File: src/rtl/falling_objects_mover.sv
// Moves NUM_OBJ falling objects down the screen in fixed point, one step per frame,
// respawning them above the screen at an LFSR-derived X on bottom exit or collision.
module falling_objects_mover #(
  parameter int          NUM_OBJ    = 4,
  parameter int          FALL_SPEED = 100,
  parameter int          FP_SHIFT   = 6,
  parameter int          OBJ_W      = 28,
  parameter int          OBJ_H      = 58,
  parameter int          SCREEN_W   = 640,
  parameter int          SCREEN_H   = 480,
  parameter int          STAGGER    = 120,
  parameter logic [15:0] LFSR_SEED  = 16'hACE1
) (
  input  logic                      clk,
  input  logic                      resetN,
  input  logic                      startOfFrame,
  input  logic                      pause,
  input  logic [1:0]                speedLevel,
  input  logic signed [10:0]        spawnX,
  input  logic [NUM_OBJ-1:0]        collision,
  output logic [NUM_OBJ*11-1:0]     topLeftX,
  output logic [NUM_OBJ*11-1:0]     topLeftY,
  output logic [NUM_OBJ-1:0]        respawnPulse
);

  localparam int                 SPAN     = SCREEN_W - OBJ_W;
  localparam logic signed [17:0] SPAWN_Y  = 18'(-(OBJ_H << FP_SHIFT));
  localparam logic signed [17:0] WRAP_FP  = 18'(SCREEN_W << FP_SHIFT);
  localparam logic signed [10:0] SCR_W_PX = 11'(SCREEN_W);
  localparam logic signed [10:0] SCR_H_PX = 11'(SCREEN_H);

  logic signed [17:0] x_q [NUM_OBJ];
  logic signed [17:0] x_d [NUM_OBJ];
  logic signed [17:0] y_q [NUM_OBJ];
  logic signed [17:0] y_d [NUM_OBJ];
  logic signed [10:0] x_pix [NUM_OBJ];
  logic signed [10:0] y_pix [NUM_OBJ];

  logic [NUM_OBJ-1:0] pending_q, pending_d;
  logic [NUM_OBJ-1:0] pulse_q, pulse_d;
  logic [15:0]        lfsr_q, lfsr_d;

  logic [NUM_OBJ-1:0] exit_now;
  logic [NUM_OBJ-1:0] eligible;
  logic [NUM_OBJ-1:0] svc;
  logic [10:0]        r_val;
  logic signed [17:0] spawn_sum;
  logic signed [17:0] spawn_fp;
  logic signed [17:0] step_fp;
  logic               frame_go;

  always_comb begin
    logic found;
    found     = 1'b0;
    lfsr_d    = {lfsr_q[14:0], lfsr_q[15] ^ lfsr_q[13] ^ lfsr_q[12] ^ lfsr_q[10]};
    r_val     = {1'b0, lfsr_q[9:0]};
    if (r_val >= 11'(SPAN)) r_val = r_val - 11'(SPAN);
    spawn_sum = {{7{spawnX[10]}}, spawnX} + {7'd0, r_val};
    spawn_fp  = spawn_sum <<< FP_SHIFT;
    step_fp   = 18'(FALL_SPEED * (int'(speedLevel) + 1));
    frame_go  = startOfFrame & ~pause;

    for (int i = 0; i < NUM_OBJ; i++) begin
      x_pix[i]    = x_q[i][FP_SHIFT +: 11];
      y_pix[i]    = y_q[i][FP_SHIFT +: 11];
      exit_now[i] = startOfFrame && (y_pix[i] > SCR_H_PX);
    end
    eligible = pending_q | exit_now;

    // Only the lowest eligible index is serviced; the rest wait frozen.
    svc = '0;
    for (int i = 0; i < NUM_OBJ; i++) begin
      if (frame_go && eligible[i] && !found) begin
        svc[i] = 1'b1;
        found  = 1'b1;
      end
    end

    for (int i = 0; i < NUM_OBJ; i++) begin
      x_d[i] = x_q[i];
      y_d[i] = y_q[i];
      if (frame_go) begin
        if (svc[i]) begin
          x_d[i] = spawn_fp;
          y_d[i] = SPAWN_Y;
        end else begin
          if (!eligible[i]) y_d[i] = y_q[i] + step_fp;
          if (x_pix[i] > SCR_W_PX) x_d[i] = x_q[i] - WRAP_FP;
        end
      end
    end

    // A collision on the frame cycle itself re-arms pending for the next frame.
    pending_d = (eligible & ~svc) | collision;
    pulse_d   = svc;
  end

  always_ff @(posedge clk) begin
    if (!resetN) begin
      for (int i = 0; i < NUM_OBJ; i++) begin
        x_q[i] <= 18'((i * (SCREEN_W / NUM_OBJ)) << FP_SHIFT);
        y_q[i] <= 18'(-((OBJ_H + i * STAGGER) << FP_SHIFT));
      end
      pending_q <= '0;
      pulse_q   <= '0;
      lfsr_q    <= LFSR_SEED;
    end else begin
      for (int i = 0; i < NUM_OBJ; i++) begin
        x_q[i] <= x_d[i];
        y_q[i] <= y_d[i];
      end
      pending_q <= pending_d;
      pulse_q   <= pulse_d;
      lfsr_q    <= lfsr_d;
    end
  end

  for (genvar g = 0; g < NUM_OBJ; g++) begin : g_out
    assign topLeftX[11*g +: 11] = x_q[g][FP_SHIFT +: 11];
    assign topLeftY[11*g +: 11] = y_q[g][FP_SHIFT +: 11];
  end

  assign respawnPulse = pulse_q;

endmodule

File: config.mk
export PLATFORM = sky130hd
export DESIGN_NAME = falling_objects_mover
export DESIGN_NICKNAME = d
export VERILOG_FILES = /design/src/rtl/falling_objects_mover.sv
export SDC_FILE = /design/constraint.sdc
export NUM_CORES = 1
export LEC_CHECK = 0
export BUFFER_PORTS_ARGS = -buffer_cell sky130_fd_sc_hd__buf_4
export CAP_MARGIN = 5
export CORE_ASPECT_RATIO = 1.4
export CORE_UTILIZATION = 60
export DETAILED_ROUTE_END_ITERATION = 16
export GPL_TIMING_DRIVEN = 0
export HOLD_SLACK_MARGIN = 0.03
export PLACE_DENSITY_LB_ADDON = 0.08
export SLEW_MARGIN = 10
export SYNTH_ARGS = -nofsm -noshare
export SYNTH_HDL_FRONTEND = slang
export SYNTH_SLANG_ARGS = --single-unit
File: constraint.sdc
create_clock -name clk -period 7.56 [get_ports clk]
set_input_delay 1.89 -clock clk [delete_from_list [all_inputs] [get_ports clk]]
set_output_delay 1.89 -clock clk [all_outputs]
set_load 0.02 [all_outputs]
======== Yosys cells after proc, flatten, opt, wreduce, memory -nomap -nowiden ========
Memory sizes are Yosys's and may differ from the RTL's.
Index checks and enable logic that the tools add are counted.
storage, ports and cells
  register bits after elaboration ......... 24
  memory bits (writable) .................. 144
  input port bits ......................... 21
  output and inout port bits .............. 92
  word-level logic and storage cells ...... 98
  memories ................................ 2
operators by class
  $add $sub $neg .......................... 11
  $mul .................................... 1
  $lt $le $gt $ge ......................... 9
  muxes and demuxes ....................... 41
  bitwise operators ....................... 17
  reductions and logical operators ........ 14
memories
  name  words  width  rd ports  clocked after memory_dff  write ports  RTL line  RTL
  x_q   4      18     4         0                         4            32        logic signed [17:0] x_q [NUM_OBJ];
  y_q   4      18     4         0                         4            34        logic signed [17:0] y_q [NUM_OBJ];
operators with widths
  kind                      number
  $mux W18                  32
  $add A18 B11 Y18          4
  $sub A18 B17 Y18 const B  4
  $gt A11 B10 Y1 const B    4
  $gt A11 B11 Y1 const B    4
  $add A11 B12 Y12          1
  $logic_and A1 B1 Y1       11
  $mux W11                  1
  $sub A10 B10 Y11 const B  1
  $ge A10 B10 Y1 const B    1
  $mul A5 B3 Y8 const A     1
  $mux W1                   8
  $or A1 B1 Y1              8
  $or A4 B4 Y4              2
  $and A4 B4 Y4             1
  $not A4 Y4                1
  $add A2 B1 Y3 const B     1
  $logic_not A1 Y1          3
  $xor A1 B1 Y1             3
  $and A1 B1 Y1             1
  $not A1 Y1                1

======== Depth between registers and ports, before layout ========
An unclocked memory read counts as a cell.
  depth after elaboration ................. 18
  gate-level depth with buffers ........... 15
  depth with buffers taken out ............ 15

======== Least setup slack after synthesis ========
No wires, ideal clock.
  kind .................................... input-to-reg
  from .................................... in speedLevel[0]
  to ...................................... mem y_q[0][14]
  setup time .............................. 130 ps
  data arrival time ....................... 4253 ps
  required time ........................... 7430 ps
  setup slack ............................. 3177 ps
  stages on the path ...................... 11
  path buffers ............................ 0
  cells stage by stage .................... inv_1 ha_1 inv_1 fa_1 nor2b_1 o21ai_0 a21oi_1 o21ai_0 a2111oi_0 xnor2_1 nand2_1
RTL lines
  element          RTL line  RTL
  start, declared  18        input logic [1:0] speedLevel,
  end, declared    34

==> metrics.md <==
| Metric | Value |
|---|---|
| Max Cap Viol | 0 |
| Non-Filler Instances | 1196 |
| H-tree level count | 4 |
| Leakage | 0.00385 uW |
| Gr usage total | 32.4% |
| Fin crit share | 63.0% |
| Combinational power share | 20.1% |
| First-pass GRT wire length | 31800 um |
| Core Box Area | ~12000 um2 |
| DP Cell Count | 1164 |
| Largest net degree at the start of global routing | 17 |
| Drt first-iter violations | 414 |
| Area growth, synth to finish | 21.7% |
| Critical path endpoint category | register |
| Clock share of power | 41.8% |
| Net Count, Synth | roughly 980 |
| Startpoint Class | input pin |
| Netlist cell types | 67 |
| Max-slew headroom | 29.9% |
| GRT overflow | 0 |
| Root Buffer | clkbuf_16 |
| TritonCTS clock tree | done |
| Number of global-route vias before repair | 6516 |
| GPL Wtd Cong | 0.933 |
| Avg Cell Area, Syn | between 8 and 9 um2 |
| Min Tclk post-route | 4.76 ns |
| Status | finished, final reports clean |
| Num CTS Buffers | 17 |
| Core Util, Final | between 70% and 80% |
| Mapped Area | 7390 um2 |
| First-pass DRT Iterations | 5 |
| Nets | 1115 |
| Hold-fix buffers, CTS | 0 |
| Worst skew pair latency | 0.43 ns |
| HPWL after DPL | around 15000 um |
| Req. time, crit path | around 7.9 ns |
| Setup Crit Path Kind | input pin to register |
| Antenna Nets Post-Route | 0 |
| CP Data Arrival Time | 5.06 ns |
| FILL cells | 931 |
| Switching Fraction | 32.1% |
| Post-route DRC | 0 |
| DR vias | between 6k and 7k |
| Power Internal | 1310 uW |
| Seq/Total Area, Yosys | around 35% |
| Critical path fanouts, max | 10 |
| Seq cells post-synth | 128 |
| Routed vias/inst | 5.77 |
| Drt total wl | 19900 um |
| Initial Util | 61.9% |
| Share of post-route cells with drive strength above 1 | around 20% |
| Final setup fails | 0 |
| PwrDens | 214 nW/um2 |
| Prevailing post-synth register cell | dfxtp_1 |
| Flop pwr share | about two fifths |
| Wire length on met1 | 7960 um |
| Met3 wire length | 1160 um |
| Hold Vio Cnt, Final | 0 |
| IO Pins | 113 |
| Total Neg Setup Slack | 0 ns |
| FP Rows | 47 |
| Die height | between 100 and 150 um |
| Worst Tran Pin Value | 1.04 ns |
| Full die area | 12800 um2 |
| Cell accounting for the most synthesized area | dfxtp_1 |
| Die Wd | 95.8 um |
| Final slew viol count | 0 |
| Syn Inst Count | just over 900 |
| Final Skew | 0.0169 ns |
| WHS | 0.409 ns |
| Postcts setup bufs | 0 |
| Top Metal Used | met4 |
| Port bufs | 112 |
| Hold Path Class | register to register |
| Async S/R FF share, synth | 0% |
| Total net switching power | 619 uW |
| Syn. warnings | 0 |
| CTS Sinks | roughly 130 |
| Placed Area | 8420 um2 |
| Post-synth EDFFs | 0 |
| DR WL met2 | 10100 um |
| # resized after CTS | 0 |
| Routed WL per cell | roughly 17 um |
| Fmax | roughly 210 MHz |
| Top cell type's share of synthesized area | 34.7% |
| Layout Cell Area excl Fill | 8990 um2 |
| Peak supply drop | 0.158 mV |
| RSZ-0062 raised after global routing | no |
| Top post-synthesis cells by area | dfxtp_1 (35%), ha_1 (9.0%), nand2_1 (6.0%), a21oi_1 (5.1%), buf_4 (4.5%) |
| Initial antenna violation count | 0 |
| Ant. Diodes | 0 |
| Clock transition at path regs | 0.07 ns |
| CTS max path bufs | 2 |
[synthesized netlist by cell type, drive strengths merged (7+ instances only)]
cell / number
nor2: 83
a211oi: 18
nand3: 27
buf: 49
or2: 9
clkbuf: 24
and2: 8
ha: 53
inv: 40
nand4: 10
a21o: 12
and3: 9
nand2: 118
a21oi: 76
xnor2: 37
nand2b: 14
nor2b: 14
nor4: 7
xor2: 21
dfxtp: 128
o21ai: 43
nor3: 21
[routing by layer]
| layer | vias up | track usage (%) |
|---|---|---|
| li1 | 3385 | - |
| met1 | 3242 | 37.1 |
| met2 | 220 | 55.8 |
| met3 | 52 | 6.85 |
| met4 | 0 | 16.5 |
| met5 | - | 0 |
[layout make-up]
| cell class | count | area, um2 | share of cell area [%] |
|---|---|---|---|
| Clock buffer | 18 | 439 | 4.88 |
| Multi-Input combinational cell | 663 | 4220 | 46.9 |
| Buffer | 73 | 454 | 5.05 |
| Sequential cell | 128 | 2560 | 28.5 |
| Clock inverter | 14 | 138 | 1.53 |
| Tap cell | 147 | 184 | 2.04 |
| Inverter | 41 | 154 | 1.71 |
| Timing Repair Buffer | 112 | 841 | 9.35 |
[worst paths after layout]
path / start / endpoint / slack (ns) / cells past startpoint
worst min register to register: lfsr_q[14]$_SDFF_PN0_ / lfsr_q[15]$_SDFF_PN1_ / 0.41 / 1
worst min-delay path: lfsr_q[14]$_SDFF_PN0_ / lfsr_q[15]$_SDFF_PN1_ / 0.41 / 1
worst max register to register: lfsr_q[3]$_SDFF_PN0_ / x_q[0][16]$_SDFFE_PN0P_ / 4.02 / 12
worst max-delay path: speedLevel[0] / y_q[1][13]$_SDFFE_PN0P_ / 2.80 / 12
[through the flow]
step | worst slack [ns] | power [uW]
floorplan | 3.18 | 1010
global placement | 2.35 | 1120
detailed placement | 2.36 | 1130
CTS | 2.78 | 1930
global route | 2.52 | 2000
finish | 2.80 | 1930
[placed cells by master (no fill, tap or decap), types with 9 or more instances in the layout]
cell,count
a21o_1,12
nand3_1,27
inv_1,40
xnor2_1,37
clkbuf_16,17
nor2b_1,14
a21oi_1,76
a211oi_1,18
nor2_1,82
ha_1,53
nand2b_1,14
buf_4,156
nor3_1,21
nand2_1,118
nand4_1,10
xor2_1,21
clkbuf_1,24
dfxtp_1,128
o21ai_0,42
and3_1,9
[cell families (layout without fill, tap and decap cells)]
group | count (synthesis) | count (layout) | share of synthesized area (%)
mux | 1 | 1 | 0.135
fa+ha+maj | 58 | 58 | 10.3
xor+xnor | 58 | 58 | 6.87
flops | 128 | 128 | 34.7
compound gates | 211 | 211 | 18.4
buf+inv | 114 | 258 | 8.22
simple gates | 335 | 335 | 21.3
[worst max-delay path, stage by stage]
cell	delay (ns)
buf_4	0.16
inv_1	0.35
ha_1	0.43
xnor2_1	0.49
ha_1	0.31
o21ai_0	0.16
nand2_1	0.12
a41oi_1	0.16
a2111oi_2	0.56
nand3_1	0.16
xor2_1	0.18
a21oi_1	0.08
[registers in the layout, indices dropped and copies added (netlist names)]
register	flops
respawnPulse	4
pending_q	4
lfsr_q	16
y_q	60
x_q	44
[power by group through the flow]
stage / registers (uW) / logic, uW / clock network [uW]
global route: 738 / 425 / 840
floorplan: 750 / 262 / 0
CTS: 733 / 385 / 809
finish: 734 / 388 / 806
global placement: 748 / 373 / 0
detailed placement: 748 / 380 / 0
(Power assumes the default switching activity.)
